<file path="config.mk">
export PLATFORM = sky130hd
export DESIGN_NAME = binary_to_ternary_converter
export DESIGN_NICKNAME = d
export VERILOG_FILES = /design/src/rtl/ternary_pkg.sv /design/src/rtl/divide_by_three.sv /design/src/rtl/binary_to_ternary_converter.sv
export SDC_FILE = /design/constraint.sdc
export NUM_CORES = 1
export LEC_CHECK = 0
export CAP_MARGIN = 20
export CORE_ASPECT_RATIO = 1.1
export CORE_MARGIN = 2
export CORE_UTILIZATION = 53
export DETAILED_ROUTE_END_ITERATION = 10
export PLACE_DENSITY = 0.76
export SYNTH_ARGS = -nofsm -noshare
export SYNTH_HDL_FRONTEND = slang
export SYNTH_SLANG_ARGS = --single-unit
</file>
<file path="constraint.sdc">
create_clock -name clk -period 5.1 [get_ports clk]
set_input_delay 0.51 -clock clk [delete_from_list [all_inputs] [get_ports clk]]
set_output_delay 0.51 -clock clk [all_outputs]
set_load 0.005 [all_outputs]
</file>
<file path="src/rtl/ternary_pkg.sv">
// Shared definitions for the ternary datapath blocks (converter, adder, ...).
// Trit encoding: 2 bits per trit, 00=0, 01=1, 10=2. The code 11 is never produced.
package ternary_pkg;

  localparam logic [1:0] TRIT_0 = 2'b00;
  localparam logic [1:0] TRIT_1 = 2'b01;
  localparam logic [1:0] TRIT_2 = 2'b10;

  typedef enum logic [1:0] {
    IDLE    = 2'd0,
    CONVERT = 2'd1,
    DONE    = 2'd2
  } conv_state_e;

endpackage

</file>
<file path="src/rtl/divide_by_three.sv">
// Combinational unsigned divide-by-3 over W bits.
// Ports:
//   dividend  - W-bit unsigned input
//   quotient  - W-bit dividend / 3
//   remainder - dividend mod 3 (0..2), already in trit encoding
module divide_by_three
  import ternary_pkg::*;
#(
  parameter int unsigned W = 6
) (
  input  logic [W-1:0] dividend,
  output logic [W-1:0] quotient,
  output logic [1:0]   remainder
);

  logic [1:0] rem;
  logic [2:0] partial;

  // Restoring long division, MSB first. The running remainder never exceeds 2,
  // so each step only needs a 3-bit compare against 3.
  always_comb begin
    quotient = '0;
    rem      = TRIT_0;
    partial  = '0;
    for (int unsigned i = 0; i < W; i++) begin
      partial = {rem, dividend[W-1-i]};
      if (partial >= 3'd3) begin
        quotient[W-1-i] = 1'b1;
        rem             = 2'(partial - 3'd3);
      end else begin
        rem = partial[1:0];
      end
    end
    remainder = rem;
  end

endmodule

</file>
<file path="src/rtl/binary_to_ternary_converter.sv">
// Sequential binary -> packed unbalanced-ternary converter, one trit per clock.
// Ports:
//   clk, rstN          - clock, asynchronous active-low reset
//   inValid/inReady    - operand handshake, binIn is the W-bit unsigned operand
//   outValid/outReady  - result handshake
//   tOut               - 2*N-bit packed trits, trit k at [2k+1:2k]
//   overflow           - operand did not fit in N trits (tOut holds binIn mod 3^N)
module binary_to_ternary_converter
  import ternary_pkg::*;
#(
  parameter int unsigned N = 4,
  parameter int unsigned W = 6
) (
  input  logic           clk,
  input  logic           rstN,
  input  logic           inValid,
  output logic           inReady,
  input  logic [W-1:0]   binIn,
  output logic           outValid,
  input  logic           outReady,
  output logic [2*N-1:0] tOut,
  output logic           overflow
);

  localparam int unsigned      KW     = (N > 1) ? $clog2(N) : 1;
  localparam logic [KW-1:0]    K_LAST = KW'(N - 1);

  conv_state_e    state_q, state_d;
  logic [W-1:0]   q_q, q_d;
  logic [KW-1:0]  k_q, k_d;
  logic [2*N-1:0] tout_q, tout_d;
  logic           ovf_q, ovf_d;

  logic [W-1:0]   div_quot;
  logic [1:0]     div_rem;

  divide_by_three #(.W(W)) u_div (
    .dividend  (q_q),
    .quotient  (div_quot),
    .remainder (div_rem)
  );

  always_ff @(posedge clk or negedge rstN) begin
    if (!rstN) begin
      state_q <= IDLE;
      q_q     <= '0;
      k_q     <= '0;
      tout_q  <= '0;
      ovf_q   <= 1'b0;
    end else begin
      state_q <= state_d;
      q_q     <= q_d;
      k_q     <= k_d;
      tout_q  <= tout_d;
      ovf_q   <= ovf_d;
    end
  end

  always_comb begin
    state_d = state_q;
    q_d     = q_q;
    k_d     = k_q;
    tout_d  = tout_q;
    ovf_d   = ovf_q;
    unique case (state_q)
      IDLE: begin
        if (inValid) begin
          q_d     = binIn;
          k_d     = '0;
          tout_d  = '0;
          ovf_d   = 1'b0;
          state_d = CONVERT;
        end
      end
      CONVERT: begin
        tout_d[{k_q, 1'b0} +: 2] = div_rem;
        q_d = div_quot;
        k_d = k_q + KW'(1);
        if (k_q == K_LAST) begin
          // Any quotient left after the top trit means the value needed more trits.
          ovf_d   = (div_quot != '0);
          state_d = DONE;
        end
      end
      DONE: begin
        if (outReady) begin
          state_d = IDLE;
        end
      end
      default: state_d = IDLE;
    endcase
  end

  assign inReady  = (state_q == IDLE);
  assign outValid = (state_q == DONE);
  assign tOut     = tout_q;
  assign overflow = ovf_q;

endmodule

</file>
Word-level counts from Yosys, hierarchy flattened. Index checks and enable logic that the tools add are counted.

Register bits: 19. Bits of input ports: 10. Word-level logic and storage cells: 55.

Add/subtract/negate cells: 7. $lt $le $gt $ge: 5. Equality and inequality tests: 6. Shift-type cells: 2. Mux-type cells: 24. Reduce and logical (&&, ||, !) cells: 6.

Operators by type and width (count): 2-bit 2-to-1 mux (9); 8-bit case mux with 2 select lines (1); 3-bit by 2-bit >= comparator with 1-bit output (second input constant) (4); 6-bit case mux with 2 select lines (1); 2-bit subtractor (second input constant) (5); 8-bit bitwise mux (1); 8-bit 2-to-1 mux (1); 2-bit by 5-bit variable shift with 8-bit output (first input constant) (1); 2-bit by 5-bit indexed part select with 8-bit output (1); 1-bit 2-to-1 mux (7); 6-bit 2-to-1 mux (1); 2-bit case mux with 3 select lines (1); 3-bit AND reduction (2); 6-bit nonzero test (1); 3-bit negation with 5-bit output (1); 2-bit == test (second input constant) (2); 2-bit inequality test (second input constant) (2); 2-bit case mux with 2 select lines (1); 2-bit by 1-bit adder with 2-bit output (second input constant) (1); 2-bit by 1-bit == test with 1-bit output (second input constant) (1); 2-bit >= comparator (second input constant) (1); 2-bit logical NOT (1); 2-bit by 1-bit inequality test with 1-bit output (second input constant) (1); 1-bit case mux with 2 select lines (1); 2 further kinds (2).

Longest topological paths before layout. Gate-level depths: netlist of run 1.

Depth in word-level cells: 13. Mapped depth: 23. Gate-level depth less buffers: 21.

Modules after synthesis. From an unflattened synthesis of run 1, not the netlist that was laid out.

Cell total of the unflattened synthesis: 139. Area total of the unflattened synthesis: 1328.8 um^2.

By module, submodules not included: binary_to_ternary_converter (instances 1, cells an instance 100, area an instance 987.2 um^2); divide_by_three (instances 1, cells an instance 39, area an instance 341.6 um^2).

Worst setup path after synthesis of run 1. No wires, ideal clock.

Kind: register -> register. From: register q_q[4]. To: register tout_q[6], in the netlist tOut[6]. Setup time: 0.148 ns. Arrival time: 3.890 ns. Path slack: 1.062 ns. Stages on the path, launching flop included: 24. Path buffers: 2. Cell sequence: dfrtp_1 > inv_1 > nor2_1 > ha_1 > or2_1 > buf_6 > o21a_1 > nor2_1 > ha_1 > nor2_1 > o211a_4 > mux2_2 > ha_1 > clkbuf_1 > inv_1 > nand2_1 > mux2i_1 > a22oi_1 > o21ai_0 > ha_1 > nand2b_1 > nor3_1 > a221oi_1 > o22ai_1.

Word-level cells in the longest chain between the ends: 13. Elaborated cells between the ends (all ways): 18. Classes of those cells: add/sub (5); order compare (5); shift (1); mux (7).

Ends and longest elaborated chain: start, declared (line binary_to_ternary_converter.sv:29) `logic [W-1:0] q_q, q_d;`; start signal, assigned (line binary_to_ternary_converter.sv:52) `q_q <= q_d;`; 2-bit subtractor or 2-bit >= comparator (tied branches) (line divide_by_three.sv:29, divide_by_three.sv:27); 2-bit 2-to-1 mux (*) (line divide_by_three.sv:27) `if (partial >= 3'd3) begin`; 3-bit by 2-bit >= comparator with 1-bit output or 2-bit subtractor (tied branches) (line divide_by_three.sv:27, divide_by_three.sv:29); 2-bit 2-to-1 mux (*) (line divide_by_three.sv:27); 3-bit by 2-bit >= comparator with 1-bit output or 2-bit subtractor (tied branches) (line divide_by_three.sv:27, divide_by_three.sv:29); 2-bit 2-to-1 mux (*) (line divide_by_three.sv:27); 3-bit by 2-bit >= comparator with 1-bit output or 2-bit subtractor (tied branches) (line divide_by_three.sv:27, divide_by_three.sv:29); 2-bit 2-to-1 mux (*) (line divide_by_three.sv:27); 3-bit by 2-bit >= comparator with 1-bit output or 2-bit subtractor (tied branches) (line divide_by_three.sv:27, divide_by_three.sv:29); 2-bit 2-to-1 mux (*) (line divide_by_three.sv:27); 2-bit by 5-bit indexed part select with 8-bit output (*) (line binary_to_ternary_converter.sv:76) `tout_d[{k_q, 1'b0} +: 2] = div_rem;`; 8-bit bitwise mux (*) (line binary_to_ternary_converter.sv:76); 8-bit case mux with 2 select lines (*) (line binary_to_ternary_converter.sv:65) `unique case (state_q)`; end signal, assigned (line binary_to_ternary_converter.sv:54) `tout_q <= tout_d;`; end, declared (line binary_to_ternary_converter.sv:31) `logic [2*N-1:0] tout_q, tout_d;`.

Every way passes the cells marked *; elsewhere a longest branch is shown, timed or not. A chain may end at the register's enable or synchronous reset.

Worst setup path in the final report of run 1.
From: register q_q[4]. To: register tout_q[2], in the netlist tOut[2].

Same word-level chain as after synthesis.

==> metrics.md, run 1 <==
| Metric | Value |
|---|---|
| Status | completed |
| Mapped Cells | 161 |
| Clock Power Share | 6.8% |
| Comb power frac | 66.7% |
| Setup Skew | 0.00247 ns |
| Vias per cell | 5.97 |
| Sequential share of power | 26.5% |
| Post-route DRC | 0 |
| WL/cell | 15.4 um |
| Final Max Tran Viols | 0 |
| Syn avg cell area | 8.56 um2 |
| Arr. time, crit path | 4.78 ns |
| Hold Crit Class | flip-flop to flip-flop |
| Reg2Reg Launch Point | q_q[4]$_DFFE_PN0P_ |
| Dominant cell by count in the synthesized netlist | dfrtp_1 |
| Crit-path slowest cell | a221oi_1 |
| Max rail drop VDD | 0.426 mV |
| Crit path max-delay family | compound AO/OA/AOI/OAI gates |
| CTS sink count | 19 |
| DIE AREA | 3030 um2 |
| Period utilization | 90.2% |
| Final Setup Violations | 0 |
| Syn nets | 181 |
| Placed inst area | 1580 um2 |
| Async set-reset flop share out of synthesis | 100% |
| Slowest Stage Delay on Critical Path | 0.55 ns |
| H-tree depth | 1 |
| Post-route ant nets | 0 |
| Max Cap Violations | 0 |
| Dpl cells | 205 |
| Worst path bufs/invs | 2 |
| Synth Register Bits | 19 |
| Yosys top cell by area | dfrtp_1 |
| Post-CTS resize count | 0 |
| I/O pin total | 21 |
| Die Ht | 57.5 um |
| CTS buffer count | 3 |
| Postcts setup bufs | 0 |
| Fin cells | 209 |
| GRT Util Overall | 24.2% |
| Netlist cell types | 44 |
| # diodes | 0 |
| Root Buffer | clkbuf_4 |
| CP Capture Type | flip-flop |
| Final hold violation count | 0 |
| Area Overhead vs Synth | 16.8% |
| Slew @ Worst Pin | 0.837 ns |
| Dpl hpwl | 2510 um |
| Die Width | 52.6 um |
| Crit path time final | 4.60 ns |
| FMAX | 0.217 GHz |
| Fraction of final layout cells with drive strength greater than 1 | 5.06% |
| Unrepaired setup endpoints after global routing | no |
| CTS tree | done |
| Setup crit start kind | flip-flop |
| Worst-path clk slew | 0.11 ns |
| Net Switching | 560 uW |
| P per Cell Area | 724 nW/um2 |
| Placer congestion estimate | 0.764 |
| IO buf count | 20 |
| Top cells by count, synth | dfrtp_1 (19), nor2_1 (16), inv_1 (14) |
| CP Cell Sequence | inv_1 > nor2_1 > ha_1 > or2_1 > o21a_1 > nor2_1 > ha_1 > nor2_1 > o211a_4 > mux2_2 > ha_1 > inv_1 > nand2_1 > mux2i_1 > a22oi_1 > o21ai_0 > ha_1 > nand2b_1 > nor3_1 > a221oi_1 > o22ai_1 |
| Largest net degree at the start of global routing | 20 |
| Leakage | 0.702 nW |
| Sw frac | 48.0% |
| Row Count | 19 |
| Vias | 1,247 |
| Max FO, Critical Path | 10 |
| Crit path kind | flip-flop to flip-flop |
| R2R Setup Slk | 0.50 ns |
| Most frequent CP cell | ha_1 |
| Clock latency on the worst-skew pair | 0.31 ns |
| Design area | 1610 um2 |
| Synth area leaders | dfrtp_1 (34%), ha_1 (9.1%), o22ai_1 (4.5%) |
| Initial core utilization | 55.2% |
| Setup TNS | 0 ns |
| Worst Path Required | 5.28 ns |
| Nets | 199 |
| Number of hold buffers added after CTS | 0 |
| Top FF cell, synth | dfrtp_1 |
| Total grt overflow | 0 |
| Worst-case clock buffer depth | 2 |
| Core Region | 2500 um2 |
| Initial DRC count | 27 |
| First-pass GRT wire length | 5530 um |
| Post-Syn Area | 1380 um2 |
| DRT Pass-1 Iters | 4 |
| Post-synth EDFFs | 0 |
| Sequential fraction of the synthesis area | 34.5% |
| Synth top area share | 34.5% |
| Crit path from | q_q[4]$_DFFE_PN0P_ |
| Vias in the first global route | 1,289 |
| Hold path start | tOut[7]$_DFFE_PN0P_ |
| Worst slew margin | 44.0% |
| Ys Warns | 0 |
| Initial antenna violation count | 0 |
| Internal Pwr Total | 606 uW |
| WL final | 3210 um |
## state kept, by name, summed over array words and instances (netlist names)
register and flops:
state_q 2, overflow 1, q_q 6, k_q 2, tOut 8
## layout by cell type (no fill, tap or decap), types with 2 or more instances in the layout
cell and instances:
inv_1 14, a22o_1 2, nand3_1 2, nor2_1 16, dfrtp_1 19, o21bai_1 2, ha_1 10, mux2i_1 2
o22ai_1 10, mux2_2 2, a21oi_1 11, o21ai_1 2, nand2b_1 5, nor2b_1 5, a2bb2oi_1 2, o21ai_0 9
clkdlybuf4s50_1 20, o21a_1 3, clkbuf_4 3, a22oi_1 2, nand2_1 11, nand4b_1 2, nor3_1 2
## logic make-up after synthesis
family          Yosys count  share of synthesized area, %
compound gates           56                          27.7
simple gates             51                          19.4
buf+inv                  21                          6.26
flops                    19                          34.5
fa+ha+maj                10                          9.07
mux                       4                          3.09
## per-layer routing
metal | up-vias | wire (um) | GRT usage, %
met1 | 586 | 1370 | 30.2
li1 | 622 | - | -
met3 | 9 | 92 | 1.83
met5 | - | 0 | 0
met2 | 30 | 1670 | 43.0
met4 | 0 | 76 | 8.79
## worst min-delay path: cells and delay by family, from the launching register on
| family | cells | cell delay, ns |
|---|---|---|
| flops | 1 | 0.40 |
| buf+inv | 1 | 0.05 |
| compound gates | 1 | 0.05 |
## worst paths after layout
path | end | depth (start not counted)
max | tOut[2]$_DFFE_PN0P_ | 21
min | tOut[7]$_DFFE_PN0P_ | 2
max in group asynchronous | k_q[1]$_DFFE_PN0P_ | 1
min reg2reg | tOut[7]$_DFFE_PN0P_ | 2
max reg2reg | tOut[2]$_DFFE_PN0P_ | 21
min in group asynchronous | q_q[5]$_DFFE_PN0P_ | 1
## per-stage QoR
stage	util, %	hold WS (ns)	setup WS (ns)	total power, mW
after floorplan	-	0.214	1.06	0.858
after global placement	63.5	0.508	0.759	1.04
after detailed placement	63.5	0.510	0.542	1.08
after CTS	64.5	0.528	0.514	1.16
after global routing	64.5	0.553	0.0977	1.28
final	64.5	0.532	0.499	1.17
## final cells by class
type                       instances  area, um2
timing repair buffer              20        200
multi-input combinational        121        817
fill                             228        886
clock buffer                       4       26.3
sequential                        19        475
tap                               31       38.8
inverter                          14       52.6
## power groups by stage
stage | sequential [mW] | combinational (mW) | clock (mW)
floorplan | 0.265 | 0.593 | 0
global placement | 0.306 | 0.733 | 0
global route | 0.324 | 0.870 | 0.0839
CTS | 0.308 | 0.777 | 0.0786
detailed placement | 0.312 | 0.773 | 0
finish | 0.309 | 0.778 | 0.0791
(Power assumes the default switching activity.)
==> run 2, diff against run 1 <==
Settings changed: PLACE_DENSITY 0.76 to 0.79.
==> run 2 against run 1 <==
Net effect: non-clock buffer count unchanged; sequential cell count unchanged; setup slack worse by 0.029 ns; first-iteration DRC count shrank 52%; sequential power about the same; final cell count stayed put; critical path depth stayed put; global-route usage decreased by 1.2 points; combinational power about the same; worst hold slack got worse by 0.0080 ns; critical endpoint unchanged; largest cell class unchanged; highest routed layer unchanged.
==> metrics.md, run 2 (synthesis results as in run 1) <==
| Metric | Value |
|---|---|
| Final hold violation count | 0 |
| Setup TNS | 0 ns |
| Initial core utilization | 55.2% |
| Max reg flops | 8 |
| Initial DRC count | 13 |
| WL/cell | 14.9 um |
| Crit path max-delay family | compound AO/OA/AOI/OAI gates |
| Clock latency on the worst-skew pair | 0.31 ns |
| Worst-case clock buffer depth | 2 |
| DRT Pass-1 Iters | 4 |
| Reg-to-Reg End | tOut[2]$_DFFE_PN0P_ |
| Most common cell after layout, fill and taps aside | clkdlybuf4s50_1 |
| Arr. time, crit path | 4.80 ns |
| IO buf count | 20 |
| I/O pin total | 21 |
| Area Overhead vs Synth | 16.8% |
| Initial antenna violation count | 0 |
| Worst-path clk slew | 0.10 ns |
| CP Cell Sequence | inv_1 > nor2_1 > ha_1 > or2_1 > o21a_1 > nor2_1 > ha_1 > nor2_1 > o211a_4 > mux2_2 > ha_1 > inv_1 > nand2_1 > mux2i_1 > a22oi_1 > o21ai_0 > ha_1 > nand2b_1 > nor3_1 > a221oi_1 > o22ai_1 |
| Final Setup Violations | 0 |
| Root Buffer | clkbuf_4 |
| CTS buffer count | 3 |
| Largest net degree at the start of global routing | 20 |
| Critical path depth in cells | 21 |
| CTS tree | done |
| Crit-path slowest cell | a221oi_1 |
| Number of hold buffers added after CTS | 0 |
| Slew @ Worst Pin | 0.826 ns |
| Post-route DRC | 0 |
| Vias per cell | 5.85 |
| Reg2Reg Launch Point | q_q[4]$_DFFE_PN0P_ |
| Hold path start | tOut[5]$_DFFE_PN0P_ |
| Row Count | 19 |
| Crit path kind | flip-flop to flip-flop |
| Hold Crit Class | flip-flop to flip-flop |
| Most frequent cells in the layout | clkdlybuf4s50_1 (20), dfrtp_1 (19), nor2_1 (16), inv_1 (14) |
| Die Width | 52.6 um |
| Unrepaired setup endpoints after global routing | no |
| Vias in the first global route | 1,196 |
| Dpl hpwl | 2390 um |
| Die Ht | 57.5 um |
| # diodes | 0 |
| Max FO, Critical Path | 10 |
| WL final | 3110 um |
| Setup Skew | 0.00566 ns |
| FF+latch area | 475 um2 |
| R2R Setup Slk | 0.47 ns |
| Setup crit start kind | flip-flop |
| P per Cell Area | 722 nW/um2 |
| Core Region | 2500 um2 |
| Worst Path Required | 5.27 ns |
| Worst slew margin | 44.7% |
| Fraction of final layout cells with drive strength greater than 1 | 5.06% |
| Status | completed |
| # fillers | 222 |
| GRT Util Overall | 23.0% |
| Crit path time final | 4.63 ns |
| Most frequent CP cell | ha_1 |
| DIE AREA | 3030 um2 |
| Design area | 1610 um2 |
| Nets | 199 |
| Total grt overflow | 0 |
| Multi-input gate area | 817 um2 |
| Max Cap Violations | 0 |
| Placed inst area | 1580 um2 |
| Crit path from | q_q[4]$_DFFE_PN0P_ |
| Postcts setup bufs | 0 |
| H-tree depth | 1 |
| Slowest Stage Delay on Critical Path | 0.57 ns |
| FMAX | 0.216 GHz |
| Post-route ant nets | 0 |
| Period utilization | 90.8% |
| Max rail drop VDD | 0.448 mV |
| CP Capture Type | flip-flop |
| Post-CTS resize count | 0 |
| Worst-case reg-to-reg path depth | 21 |
| First-pass GRT wire length | 5260 um |
| CP Capture Point | tOut[2]$_DFFE_PN0P_ |
| CTS sink count | 19 |
| Worst path bufs/invs | 2 |
| Final Max Tran Viols | 0 |
| Leakage | 0.702 nW |
| Placer congestion estimate | 0.722 |
| Vias | 1,223 |
-- run 2: worst min path at each step --
stage                           to  slack (ns)  cells after the start
5_1_grt        tOut[0]$_DFFE_PN0P_        0.55                      2
3_5_place_dp   tOut[5]$_DFFE_PN0P_        0.51                      2
2_1_floorplan   k_q[0]$_DFFE_PN0P_        0.21                      0
3_3_place_gp   tOut[1]$_DFFE_PN0P_        0.51                      2
6_report       tOut[5]$_DFFE_PN0P_        0.52                      2
4_1_cts        tOut[7]$_DFFE_PN0P_        0.53                      2
-- run 2: where the power goes --
group	total (mW)	internal, mW	switching [mW]
registers	0.311	0.214	0.0974
logic	0.775	0.361	0.414
clock network	0.0770	0.0306	0.0464
total	1.16	0.605	0.558
-- run 2: worst register-to-register path: cells and delay by family, from the launching register on --
family | cells | cell delay (ns)
compound gates | 6 | 1.42
fa+ha+maj | 4 | 0.97
buf+inv | 2 | 0.22
flops | 1 | 0.41
mux | 2 | 0.42
simple gates | 7 | 1.07
-- run 2: per-layer routing --
layer	up-vias	track usage, %	share of wire (%)
li1	623	-	-
met3	7	2.09	2.1
met1	574	29.4	45
met5	-	0	0
met2	19	40.0	51
met4	0	8.42	2.0
-- run 2: metrics by stage --
stage | worst slack (ns) | hold WS, ns | cells | utilization, % | total power, mW
floorplan | 1.06 | 0.214 | 161 | - | 0.858
global placement | 0.784 | 0.506 | 205 | 63.5 | 1.03
detailed placement | 0.569 | 0.508 | 205 | 63.5 | 1.08
CTS | 0.522 | 0.531 | 209 | 64.5 | 1.16
global route | 0.0880 | 0.550 | 209 | 64.5 | 1.27
finish | 0.469 | 0.524 | 209 | 64.5 | 1.16
-- run 2: cell type report --
type	instances	share of cell area (%)
Inverter	14	3.26
Timing Repair Buffer	20	12.4
Multi-Input combinational cell	121	50.7
Sequential cell	19	29.5
Clock buffer	4	1.63
Tap cell	31	2.41
==> RTL edit 1, RTL diff (config.mk and constraints of run 1) <==
Set the parameter `N` to 8 (it was 4).
--- a/src/rtl/binary_to_ternary_converter.sv
+++ b/src/rtl/binary_to_ternary_converter.sv
@@ -10,3 +10,3 @@
 #(
-  parameter int unsigned N = 4,
+  parameter int unsigned N = 8,
   parameter int unsigned W = 6
Interface: changed (resized tOut); port bits go from 21 to 29. No check against the original RTL was run, so the function may have changed too.
==> RTL edit 1 against run 1 <==
Sequential cell count up 9. Count of clock-buffer cells in the layout unchanged. Die area up 22%. Area after synthesis up 24%. Worst setup slack worse by 200 ps. Power up 49%. Cell area up 32%. Routed wire length up 22%.
==> RTL edit 1: results (changes against run 1) <==
----------------------------------------------------
[GRT]
  Wire length of the first global-routing pass ... 6490 microns (+17%)
  Maximum number of pins on one net before global-route repair ... 29 (+45%)

[Synthesis]
  Synthesized area divided by synthesized cell count ... 9.20 sq um (+7.5%)
  Ranking of synthesized cells by instance count ... sky130_fd_sc_hd__dfrtp_1 (28), sky130_fd_sc_hd__o21ai_0 (21), sky130_fd_sc_hd__nand2_1 (20)
  Post-synth cell types ... 40 (-9.1%)
  Syn Nets ... 206 (+14%)
  Cell types occupying the most area after synthesis ... sky130_fd_sc_hd__dfrtp_1 (41%), sky130_fd_sc_hd__ha_1 (8.1%), sky130_fd_sc_hd__o21ai_0 (6.2%), sky130_fd_sc_hd__nand2_1 (4.4%), sky130_fd_sc_hd__nand3_1 (3.8%)

[Setup path]
  Depth of the most critical reg-to-reg path ... 18 (-14%)
  Data arrival time of the worst path ... 5050 ps (+270 ps)
  Register-to-register setup slack ... 300 ps (-200 ps)
  R2R Path End ... tOut[11]
  Critical Path Fanout Max ... 8 (-2)

[Worst hold path]
  Startpoint of the lowest-slack hold path ... tOut[0]
  Worst Hold Endpoint ... tOut[0]

[Place]
  Placed cell areas ... 0.00202 sq mm (+28%)
  Post-DP HPWL ... 2950 microns (+17%)
  Final estimated routing congestion in global placement ... 0.867 (+14%)
  Port Buf Inserts ... 28 (+40%)
  Placement-stage worst setup slack ... 4.49 ps (-538 ps)

[Clock tree]
  Clock slew at the register clock pins of the worst setup and hold paths ... 150 ps (+40 ps)

[Timing]
  Minimum hold slack ... 515 ps (-16.6 ps)
  Worst setup skew after layout ... 3.08 ps (+0.607 ps)
  Fmax achieved ... 208 MHz (-4.2%)
  Max-slew headroom at the worst pin ... 46.5% (+2.5 points)

[Route]
  Via-per-instance ratio ... 6.00 (+0.63%)
  Final Routed Wirelength ... 3920 microns (+22%)

[Cells and area]
  Filler instances ... 249 (+9.2%)
  Fraction of final layout cells sized beyond drive strength 1 ... 10.1% (+5.0 points)
  Fin cells ... 252 (+21%)
  Max reg flops ... 16 (+8)

[Pwr]
  Worst IR Drop VDD ... 848 uV (+99%)

[Run status]
  Status ... completed

----------------------------------------------------
==> RTL edit 1: changes by cell type in the layout (fill, tap and decap cells not counted), sizes merged, moves of 5 or more <==
cell,run 1,this run
nand2,11,20
o31ai,0,8
nand3,2,13
inv,14,9
o22ai,10,4
and2,0,5
dfrtp,19,28
o21ai,12,21
clkdlybuf4s50,20,28
==> RTL edit 1: how the worst max path moves through the flow <==
stage                     to  cells after the start
CTS                 tOut[11]                     18
global placement     tOut[6]                     20
floorplan           tOut[11]                     18
detailed placement   tOut[6]                     20
finish              tOut[11]                     18
global route        tOut[11]                     18
==> RTL edit 1: cell families (layout without fill, tap and decap cells) <==
logic type	count (synthesis)	count (layout)	share of synthesized area, %
compound gates	59	59	24.5
fa+ha+maj	11	11	8.08
buf+inv	12	45	2.64
flops	28	28	41.1
mux	3	3	2.06
simple gates	72	72	21.6
==> RTL edit 1: report_power, final <==
group	switching [mW]	internal [mW]	leakage, nW
clock	0.0633	0.0436	0.0210
sequential	0.0834	0.313	0.370
combinational	0.662	0.573	0.509
total	0.808	0.930	0.900
==> RTL edit 1: metal layers <==
layer	global-route usage, %	share of wire (%)
met1	28.3	46
met2	39.8	51
met3	2.67	1.8
met4	5.81	1.6
met5	0	0
==> RTL edit 1: area by class of cell <==
| cell class | instances | area, sq um | share of cell area, % |
|---|---|---|---|
| Sequential cell | 28 | 701 | 33.0 |
| Clock buffer | 4 | 36.3 | 1.71 |
| Tap cell | 34 | 42.5 | 2.00 |
| Multi-Input combinational cell | 145 | 988 | 46.5 |
| Timing Repair Buffer | 32 | 323 | 15.2 |
| Inverter | 9 | 33.8 | 1.59 |
==> RTL edit 1: worst max-delay path, stage by stage (launching register included) <==
cell,delay [ps]
sky130_fd_sc_hd__dfrtp_1,430
sky130_fd_sc_hd__nor2b_1,160
sky130_fd_sc_hd__ha_1,200
sky130_fd_sc_hd__or2_4,280
sky130_fd_sc_hd__or3_4,400
sky130_fd_sc_hd__and2_1,210
sky130_fd_sc_hd__ha_1,210
sky130_fd_sc_hd__nor2_2,190
sky130_fd_sc_hd__a21oi_1,180
sky130_fd_sc_hd__or2_2,380
sky130_fd_sc_hd__ha_2,230
sky130_fd_sc_hd__a2111oi_4,420
sky130_fd_sc_hd__nor2_1,80
sky130_fd_sc_hd__nor2_1,120
sky130_fd_sc_hd__ha_2,250
sky130_fd_sc_hd__nor3_1,80
sky130_fd_sc_hd__mux2_4,260
sky130_fd_sc_hd__a311o_2,400
sky130_fd_sc_hd__o31ai_1,250
==> RTL edit 1: timing repair <==
action / in CTS / in global routing
endpoints found under the setup margin: 4 / 16
buffers inserted: 0 / 3
pin swaps: 0 / 1
resized for setup: 1 / 4
==> RTL edit 2, RTL diff (settings of run 1) <==
Made on the original files. Reset style: synchronous (`rstN`), changed in one clocked block. Comments in the files are not updated.
--- a/src/rtl/binary_to_ternary_converter.sv
+++ b/src/rtl/binary_to_ternary_converter.sv
@@ -42,3 +42,3 @@
 
-  always_ff @(posedge clk or negedge rstN) begin
+  always_ff @(posedge clk) begin
     if (!rstN) begin
Function: differs if rstN is asserted again (counterexample within 4 cycles, from zero or initial values and one cycle with rstN low); with rstN held inactive, the same outputs for 10 cycles.
==> RTL edit 2 against run 1 <==
Routed wire length fell by 5.5%. Sequential cell count did not move. Sequential share of layout area fell by 4.7 points. Worst setup slack improved by 420 ps. Non-clock buffer count did not move. Synthesized cell count rose by 2.5%. Area after synthesis fell by 3.1%. Maximum frequency rose by 10%. Core utilization fell by 1.9 points. Cell area fell by 4.8%. Critical path type unchanged. Highest routed layer unchanged.
Power is not compared: it rests on default switching activity, and its combinational part moved more than twofold at a synthesized area within 25%.
==> RTL edit 2: results (changes against run 1) <==
----------------------------------------------------
[Cells and area]
  Layout area overhead ... 14.7%
  Fin cells ... 212 (+1.4%)

[Route]
  Number of violations reported at the end of detailed-routing iteration 0 ... 42 (+56%)
  Detailed-routed wire length on met3 ... 112 microns (+22%)
  Met2 wire length ... 1490 microns (-11%)
  Vias post-DR ... 1,237 (-0.80%)
  Routed met1 length ... 1380 microns (+1.0%)
  Wire length per cell after detailed routing ... 14.3 microns (-6.9%)

[Synthesis]
  Post-synthesis share of cell area spent on full adders, half adders and majority gates ... 8.43% (-0.65 points)
  Syn Nets ... 184 (+1.7%)
  Ranking of synthesized cells by instance count ... sky130_fd_sc_hd__nor2_1 (24), sky130_fd_sc_hd__dfxtp_1 (19), sky130_fd_sc_hd__a21oi_1 (10), sky130_fd_sc_hd__nand2_1 (10), sky130_fd_sc_hd__ha_1 (9)
  Flip-flop cell with the highest count after synthesis ... sky130_fd_sc_hd__dfxtp_1
  Synthesized area divided by synthesized cell count ... 8.10 sq um (-5.4%)
  Post-synth cell types ... 50 (+14%)
  Mux contribution to synthesized area ... 2.53% (-0.56 points)
  Async set-or-reset flop fraction in the synthesized netlist ... 0% (-100 points)

[Run status]
  Status ... completed

[GRT]
  Vias in the first global route ... 1,166 (-9.5%)
  Maximum number of pins on one net before global-route repair ... 15 (-25%)
  Global-route total usage across every layer ... 23.7% (-0.52 points)

[Timing]
  Max-slew headroom at the worst pin ... 43.1% (-0.94 points)

[Setup path]
  Max stage delay cell, worst path ... sky130_fd_sc_hd__dfxtp_1
  Delay-heaviest family, CP ... simple AND/OR/NAND/NOR gates
  Data arrival time of the worst path ... 4430 ps (-350 ps)
  Critical Path Fanout Max ... 7 (-3)

[Place]
  Final estimated routing congestion in global placement ... 0.939 (+23%)
  Post-DP HPWL ... 2250 microns (-10%)
  Placed cell areas ... 0.00151 sq mm (-4.9%)

----------------------------------------------------
[RTL edit 2: area by class of cell]
cell class	instances	area, sq um
Multi-Input combinational cell	132	865
Inverter	6	22.5
Sequential cell	19	380
Fill cell	216	916
Clock buffer	4	26.3
Timing Repair Buffer	20	200
Tap cell	31	38.8
[RTL edit 2: power by group]
| group | internal (mW) | switching, mW | total [mW] | leakage, nW |
|---|---|---|---|---|
| Sequential | 0.156 | 0.0139 | 0.170 | 0.155 |
| Combinational | 0.0652 | 0.0873 | 0.152 | 0.422 |
| Clock | 0.0306 | 0.0478 | 0.0784 | 0.0150 |
[RTL edit 2: per-layer routing]
layer  GRT usage [%]  vias up
li1                -      641
met1            32.7      561
met2            37.1       30
met3            3.19        5
met4            9.02        0
met5               0        -
[RTL edit 2: final timing paths]
check	startpoint	to	slack, ps	depth (start not counted)
worst min register to register	tOut[7]	tOut[7]	470	2
worst max register to register	q_q[5]	tOut[5]	920	20
worst min-delay path	tOut[7]	tOut[7]	470	2
worst max-delay path	q_q[5]	tOut[5]	920	20
